[config.mk]
export PLATFORM = sky130hd
export DESIGN_NAME = timer_arbiter
export DESIGN_NICKNAME = d
export VERILOG_FILES = /design/src/rtl/timer_arbiter.sv
export SDC_FILE = /design/constraint.sdc
export NUM_CORES = 1
export LEC_CHECK = 0
export CAP_MARGIN = 40
export CORE_MARGIN = 2
export CORE_UTILIZATION = 40
export CTS_BUF_LIST = sky130_fd_sc_hd__clkbuf_16
export CTS_CLUSTER_SIZE = 14
export DETAILED_ROUTE_END_ITERATION = 16
export PLACE_DENSITY = 0.63
export SETUP_SLACK_MARGIN = 0.5
export SLEW_MARGIN = 20
export SYNTH_ARGS = -nofsm -noshare
export SYNTH_HDL_FRONTEND = slang
export SYNTH_SLANG_ARGS = --single-unit
[constraint.sdc]
create_clock -name clk -period 5.81 [get_ports clk]
set_input_delay 0.8715 -clock clk [delete_from_list [all_inputs] [get_ports clk]]
set_output_delay 0.8715 -clock clk [all_outputs]
set_load 0.05 [all_outputs]
[src/rtl/timer_arbiter.sv]
// -----------------------------------------------------------------------------
// timer_arbiter
//
// One prescaled countdown timer shared round-robin among N_REQ requesters.
// A requester raises req[i]; when the timer is free the next requester after
// the last owner (rotating priority) is granted, its duration dur[i] (in
// prescaled ticks) is loaded, and after the count expires done[i] pulses for
// one cycle while grant[i] is still high. Dropping req[owner] mid-count aborts
// the interval with no done pulse.
//
// Optional feature (macro TIMER_PAUSE_EN): adds input 'pause', which freezes
// the prescaler and the remaining count while the timer is running.
//
// Ports:
//   clk        system clock, rising edge
//   n_reset    synchronous active-low reset
//   req        [N_REQ]         level request per requester
//   dur        [N_REQ*CNT_W]   per-requester duration, requester i at [i*CNT_W +: CNT_W]
//   pause      (TIMER_PAUSE_EN only) hold the running count
//   grant      [N_REQ]         one-hot current owner, zero when idle
//   busy       timer owned (RUN or DONE)
//   done       [N_REQ]         one-cycle completion pulse to the owner
//   remaining  [CNT_W]         ticks left for the current owner, zero when idle
// -----------------------------------------------------------------------------
module timer_arbiter #(
    parameter int N_REQ    = 3,
    parameter int CNT_W    = 8,
    parameter int PRESCALE = 50
) (
    input  logic                   clk,
    input  logic                   n_reset,
    input  logic [N_REQ-1:0]       req,
    input  logic [N_REQ*CNT_W-1:0] dur,
`ifdef TIMER_PAUSE_EN
    input  logic                   pause,
`endif
    output logic [N_REQ-1:0]       grant,
    output logic                   busy,
    output logic [N_REQ-1:0]       done,
    output logic [CNT_W-1:0]       remaining
);

    localparam int PTR_W = (N_REQ > 1) ? $clog2(N_REQ) : 1;
    localparam int PS_W  = (PRESCALE > 1) ? $clog2(PRESCALE) : 1;

    localparam logic [PTR_W-1:0] PTR_RESET = PTR_W'(N_REQ - 1);
    localparam logic [PS_W-1:0]  PS_LAST   = PS_W'(PRESCALE - 1);
    localparam logic [N_REQ-1:0] GRANT_LSB = N_REQ'(1);

    typedef enum logic [1:0] {
        ST_IDLE,
        ST_RUN,
        ST_DONE
    } state_t;

    state_t            state_reg;
    logic [PTR_W-1:0]  ptr_reg;
    logic [PTR_W-1:0]  owner_reg;
    logic [PS_W-1:0]   prescaler_reg;
    logic [CNT_W-1:0]  remaining_reg;
    logic [N_REQ-1:0]  grant_reg;
    logic [N_REQ-1:0]  done_reg;

    // Unpack the flat duration bus into one entry per requester.
    logic [CNT_W-1:0]  dur_arr [N_REQ];

    generate
        for (genvar gi = 0; gi < N_REQ; gi++) begin : g_dur
            assign dur_arr[gi] = dur[gi*CNT_W +: CNT_W];
        end
    endgenerate

    // Rotating-priority winner: the first set req bit at ptr+1, ptr+2, ...
    // The loop runs from the farthest offset down to the nearest so the
    // nearest set bit is the last (and therefore final) assignment.
    logic              win_valid_next;
    logic [PTR_W-1:0]  win_idx_next;
    logic [PTR_W-1:0]  cand_idx;

    always_comb begin
        win_valid_next = 1'b0;
        win_idx_next   = ptr_reg;
        cand_idx       = ptr_reg;
        for (int k = N_REQ; k >= 1; k--) begin
            cand_idx = PTR_W'((int'(ptr_reg) + k) % N_REQ);
            if (req[cand_idx]) begin
                win_valid_next = 1'b1;
                win_idx_next   = cand_idx;
            end
        end
    end

    // Whether the running count may advance this cycle.
    logic run_en;
`ifdef TIMER_PAUSE_EN
    assign run_en = ~pause;
`else
    assign run_en = 1'b1;
`endif

    logic tick;
    assign tick = (prescaler_reg == PS_LAST);

    always_ff @(posedge clk) begin
        if (!n_reset) begin
            state_reg     <= ST_IDLE;
            ptr_reg       <= PTR_RESET;
            owner_reg     <= '0;
            prescaler_reg <= '0;
            remaining_reg <= '0;
            grant_reg     <= '0;
            done_reg      <= '0;
        end else begin
            case (state_reg)
                ST_IDLE: begin
                    if (win_valid_next) begin
                        owner_reg     <= win_idx_next;
                        remaining_reg <= dur_arr[win_idx_next];
                        prescaler_reg <= '0;
                        grant_reg     <= GRANT_LSB << win_idx_next;
                        state_reg     <= ST_RUN;
                    end
                end

                ST_RUN: begin
                    if (!req[owner_reg]) begin
                        // Owner withdrew: release the timer silently.
                        ptr_reg       <= owner_reg;
                        remaining_reg <= '0;
                        prescaler_reg <= '0;
                        grant_reg     <= '0;
                        state_reg     <= ST_IDLE;
                    end else if (run_en) begin
                        if (remaining_reg == '0) begin
                            // Zero-length interval completes without a tick.
                            done_reg  <= grant_reg;
                            state_reg <= ST_DONE;
                        end else begin
                            prescaler_reg <= tick ? '0 : prescaler_reg + PS_W'(1);
                            if (tick) begin
                                remaining_reg <= remaining_reg - CNT_W'(1);
                                if (remaining_reg == CNT_W'(1)) begin
                                    done_reg  <= grant_reg;
                                    state_reg <= ST_DONE;
                                end
                            end
                        end
                    end
                end

                ST_DONE: begin
                    ptr_reg   <= owner_reg;
                    grant_reg <= '0;
                    done_reg  <= '0;
                    state_reg <= ST_IDLE;
                end

                default: begin
                    state_reg <= ST_IDLE;
                    grant_reg <= '0;
                    done_reg  <= '0;
                end
            endcase
        end
    end

    assign grant     = grant_reg;
    assign done      = done_reg;
    assign busy      = |grant_reg;
    assign remaining = remaining_reg;

endmodule

# Yosys cells after proc, flatten, opt, wreduce, memory -nomap -nowiden
# Cells that the tools add are included.
dict set report totals {
  register_bits 26
  latchBits 0
  ramBits 0
  mem_bits_ro 0
  out_inout_bits 15
  wordCells 91
  memories 0
}
dict set report classes {
  addsub 5
  multipliers 0
  div_mod_pow 3
  n_lt_le_gt_ge 5
  n_eq_ne 13
  n_shift 1
  muxes 43
  bitwise_logic 2
  reduce_logical 12
}
# operator n
set op_table {}
lappend op_table {{$mod 32x3->32 const B} 3}
lappend op_table {{$mux 8} 6}
lappend op_table {{$mux 6} 4}
lappend op_table {{$mux 2} 9}
lappend op_table {{$mux 3} 6}
lappend op_table {{$bmux 8 s2} 1}
lappend op_table {{$pmux 8 s2} 1}
lappend op_table {{$lt 2x3->1 const B} 4}
lappend op_table {{$ne 3x3->1 const B} 4}
lappend op_table {{$pmux 3 s2} 2}
lappend op_table {{$pmux 6 s2} 1}
lappend op_table {{$bmux 1 s2} 4}
lappend op_table {{$eq 8x1->1 const B} 1}
lappend op_table {{$logic_not 8->1} 1}
lappend op_table {{$ne 4x4->1 const B} 2}
lappend op_table {{$pmux 2 s2} 2}
lappend op_table {{$reduce_and 4->1} 2}
lappend op_table {{$sub 8x1->8 const B} 1}
lappend op_table {{$mux 1} 7}
lappend op_table {{$add 2x2->3 const B} 2}
lappend op_table {{$add 6x1->6 const B} 1}
lappend op_table {{$eq 6x6->1 const B} 1}
lappend op_table {{$ne 2x2->1 const B} 3}
lappend op_table {{$reduce_and 2->1} 3}
lappend op_table {{other kinds (11)} 13}

# Logic depth before layout (Yosys ltp)
dict set report depth {
  word_depth 13
  ltp_mapped 10
  depth_no_buf 8
}

# Least setup slack after synthesis
# Ideal clock, no wire load.
dict set report synth_timing {
  kind {reg2reg}
  startpoint {register ptr_reg[0]}
  endpoint {register remaining_reg[4] (netlist: remaining[4])}
  setup_ns 0.119
  t_arrival_ns 2.336
  slack_ns 3.355
  stages_incl_launch_ff 11
  n_path_buf 2
  synth_period_minus_slack_ns 2.455
  path_cell_list {dfxtp_1 -> inv_1 -> ha_1 -> buf_6 -> mux2i_1 -> o22ai_4 -> or4_1 -> buf_2 -> nand3_1 -> a21oi_1 -> o221a_1}
}
dict set report synth_via {
  elab_chain_cells 13
}
# item line_no
set synth_rtl {}
lappend synth_rtl {{start: declaration} 57} ;# logic [PTR_W-1:0] ptr_reg;
lappend synth_rtl {{start signal: assignment} 128} ;# ptr_reg <= owner_reg;
lappend synth_rtl {{start signal: assignment} 152} ;# ptr_reg <= owner_reg;
lappend synth_rtl {{$add 2x2->3} 85} ;# cand_idx = PTR_W'((int'(ptr_reg) + k) % N_REQ);
lappend synth_rtl {{$mod 32x3->32} 85}
lappend synth_rtl {{$bmux 1 s2} 86} ;# if (req[cand_idx]) begin
lappend synth_rtl {{$mux 1 (implied by the code)} 86}
lappend synth_rtl {{$mux 2 (3 in a row)} 86}
lappend synth_rtl {{$not 2->3 (implied by the code)} 118} ;# remaining_reg <= dur_arr[win_idx_next];
lappend synth_rtl {{$bmux 8 s2} 118}
lappend synth_rtl {{$mux 8 (implied by the code) (2 in a row)} 118}
lappend synth_rtl {{$mux 8} 116} ;# if (win_valid_next) begin
lappend synth_rtl {{$pmux 8 s2} 114} ;# case (state_reg)
lappend synth_rtl {{end signal: assignment} 118}
lappend synth_rtl {{end signal: assignment} 141} ;# remaining_reg <= remaining_reg - CNT_W'(1);
lappend synth_rtl {{end: declaration} 60} ;# logic [CNT_W-1:0] remaining_reg;
# Several ways; a longest one is shown, not always the timed one. The select of a mux whose other input is x is not followed.
# A chain may end at the register's enable or synchronous reset.

# Worst setup path after layout
dict set report layout_timing {
  startpoint {input port req[1]}
  endpoint {register remaining_reg[4] (netlist: remaining[4])}
}
dict set report layout_via {
  elab_chain_cells 11
}
# item line_no
set layout_rtl {}
lappend layout_rtl {{start: declaration} 32} ;# input logic [N_REQ-1:0] req,
lappend layout_rtl {{$bmux 1 s2} 86}
lappend layout_rtl {{$mux 1 (implied by the code)} 86}
lappend layout_rtl {{$mux 2 (3 in a row)} 86}
lappend layout_rtl {{$not 2->3 (implied by the code)} 118}
lappend layout_rtl {{$bmux 8 s2} 118}
lappend layout_rtl {{$mux 8 (implied by the code) (2 in a row)} 118}
lappend layout_rtl {{$mux 8} 116}
lappend layout_rtl {{$pmux 8 s2} 114}
# Several ways; a longest one is shown, not always the timed one. The select of a mux whose other input is x is not followed.

==> impl_metrics.json <==
{
  "status": "finished, final reports clean",
  "r2r_cells": 8,
  "rows": 25,
  "initial_core_util_pct": 41.83,
  "max_freq_mhz": 326.9,
  "die_area_um2": 5587,
  "grtUsageTotal_pct": 18.98,
  "whs_path_depth": 2,
  "ys_ff_latch": 26,
  "worst_pin_slew_ns": 0.7892,
  "dp_cells": 337,
  "ys_warn_count": 0,
  "fin_nets": 313,
  "min_period_ns": 3.059,
  "wl_met1_um": 2505,
  "grt_start_max_net_pins": 22,
  "fp.dieH_um": 74.75,
  "placed_area_um2": 2469,
  "grt_antenna_before_repair": 0,
  "drt-vias-per-instance": 5.581,
  "grt_pass1_wl_um": 8169,
  "drt_wl_total_um": 5120,
  "cp.arrival_ns": 3.21,
  "num_antenna_cells": 0,
  "clkTransAtPathRegs_ns": 0.06,
  "numPortBuffers": 43,
  "peakVddDrop_mv": 0.2575,
  "largest_reg_flops": 8,
  "drv_cap": 0,
  "fin_crit_sh_pct": 52.65,
  "setup_viol": 0,
  "area_growth_pct": 28.56,
  "finalMaxSlewViolations": 0,
  "dr.max_layer_used": "met4",
  "synth_area_leaders": "dfxtp_1, ha_1, o21ai_0",
  "cts_tree": "yes",
  "power.leakage_nw": 0.9345,
  "ant_nets": 0,
  "cts_buffer_depth": 2,
  "hold_viol_final": 0,
  "criticalPathCategory": "in -> reg",
  "async_reset_ff_share_pct": 0,
  "die_x_um": 74.75,
  "startpoint_type": "primary input",
  "clock_skew_ns": 0.002313,
  "drc": 0,
  "fp.coreArea_um2": 4786,
  "wl_per_cell_um": 15.01,
  "met3_length_um": 276,
  "synth-edff-count": 0,
  "syn_nets": 273,
  "drt_iter0_drc": 115,
  "hp-class": "reg -> reg",
  "critical_path_peak_fanout": 10,
  "netlist_instances": 235,
  "hold_start": "done[1]$_SDFFE_PN0P_",
  "final_area_um2": 2574,
  "synth_cell_types": 55,
  "cts_root_buffer": "clkbuf_16",
  "yosysTopAreaCell": "dfxtp_1",
  "synthesis.area_um2": 2002,
  "h-tree-depth": 1,
  "synth_top_area_share_pct": 26.00,
  "rr_startpoint": "ptr_reg[0]$_SDFFE_PN0P_",
  "holdPathEnd": "done[1]$_SDFFE_PN0P_",
  "layout_commonest_cell": "clkdlybuf4s50_1",
  "wl_met2_um": 2192,
  "dr.pass1.iters": 4,
  "critPathRequiredTime_ns": 5.96,
  "via_count": 1903,
  "power_density_nw_per_um2": 467.3,
  "cts_resized": 0,
  "syn_area_per_cell_um2": 8.519,
  "first_global_vias": 1721,
  "setup_tns_ns": 0,
  "r2r_end": "remaining[4]$_SDFFE_PN0P_",
  "dp_hpwl_um": 3849,
  "worst-r2r-setup-slack_ns": 2.89,
  "gp_congestion": 0.8553,
  "fin_cells": 341,
  "postCtsSetupRepairBufs": 0,
  "ctsHoldBuffers": 0,
  "drive_gt1_share_pct": 6.569,
  "cts_sinks": 26,
  "ys_seq_area_share_pct": 26.00,
  "cts_buffers": 3,
  "endpoint_kind": "flop",
  "power_w": 0.001203,
  "layout_common_cells": "clkdlybuf4s50_1, dfxtp_1, o21ai_0",
  "clock_latency_ns": 0.26,
  "rsz0062_at_grt": "no",
  "yosys_most_used_dff": "dfxtp_1",
  "maxSlewHeadroom_pct": 47.22,
  "pin_count": 44,
  "overflow": 0,
  "fill_cells": 473
}
[layer usage]
metal	vias up	GRT usage, %
li1	974	-
met1	862	25.70
met2	57	30.78
met3	10	3.213
met4	0	6.349
met5	-	0
[synth_stat cells, types with 7 or more instances]
| cell type | count |
|---|---|
| nand3_1 | 14 |
| nand2_1 | 14 |
| nor2b_1 | 8 |
| o211ai_1 | 7 |
| inv_1 | 9 |
| ha_1 | 9 |
| nor2_1 | 11 |
| dfxtp_1 | 26 |
| a21oi_1 | 10 |
| o21ai_0 | 19 |
| or4_1 | 9 |
| mux2i_1 | 7 |
[worst max path at each step]
stage / startpoint / slack, ns / end
finish: req[1] / 2.75 / remaining[4]$_SDFFE_PN0P_
global route: req[1] / 2.52 / remaining[4]$_SDFFE_PN0P_
CTS: req[1] / 2.76 / remaining[4]$_SDFFE_PN0P_
detailed placement: req[1] / 2.49 / remaining[4]$_SDFFE_PN0P_
global placement: req[1] / 2.55 / remaining[4]$_SDFFE_PN0P_
floorplan: ptr_reg[0]$_SDFFE_PN0P_ / 3.36 / remaining[4]$_SDFFE_PN0P_
[worst max-delay path, cell delays in order]
cell and delay [ns]:
clkdlybuf4s50_1 0.60, mux2i_1 0.14, o21ai_0 0.37, nor4_4 0.12, nor2_1 0.60, o211ai_1 0.21
o221a_1 0.30
[stage by stage]
step	util [%]	worst slack [ns]	hold WS, ns
2_1_floorplan	-	3.355	0.4986
3_3_place_gp	51.58	2.555	0.4598
3_5_place_dp	51.58	2.492	0.4626
4_1_cts	53.78	2.760	0.4751
5_1_grt	53.78	2.522	0.4940
6_report	53.78	2.751	0.4677
[power by group]
part	total, W	internal [W]	switching (W)
Clock	0.000198	0.000137	0.0000614
Combinational	0.000727	0.000287	0.000440
Sequential	0.000277	0.000221	0.0000565
[cells by family (layout without fill, tap and decap cells)]
group | Yosys count | after routing | synth area share (%)
DFF | 26 | 26 | 26.00
xor gates and xnor gates | 11 | 11 | 4.812
and+or+nand+nor | 87 | 87 | 25.75
AOI/OAI and AO/OA | 76 | 76 | 28.56
muxes | 9 | 9 | 5.188
adders and majority gates | 9 | 9 | 5.625
buffers and inverters | 17 | 56 | 4.062
[area by class of cell]
class	count	area (µm²)	share of cell area, %
Inverter	9	33.78	1.313
Tap cell	67	83.83	3.257
Clock inverter	1	30.03	1.167
Clock buffer	3	75.07	2.917
Sequential cell	26	520.5	20.22
Multi-Input combinational cell	192	1400	54.40
Timing Repair Buffer	43	430.4	16.72
Power figures use the tool's default switching activity.
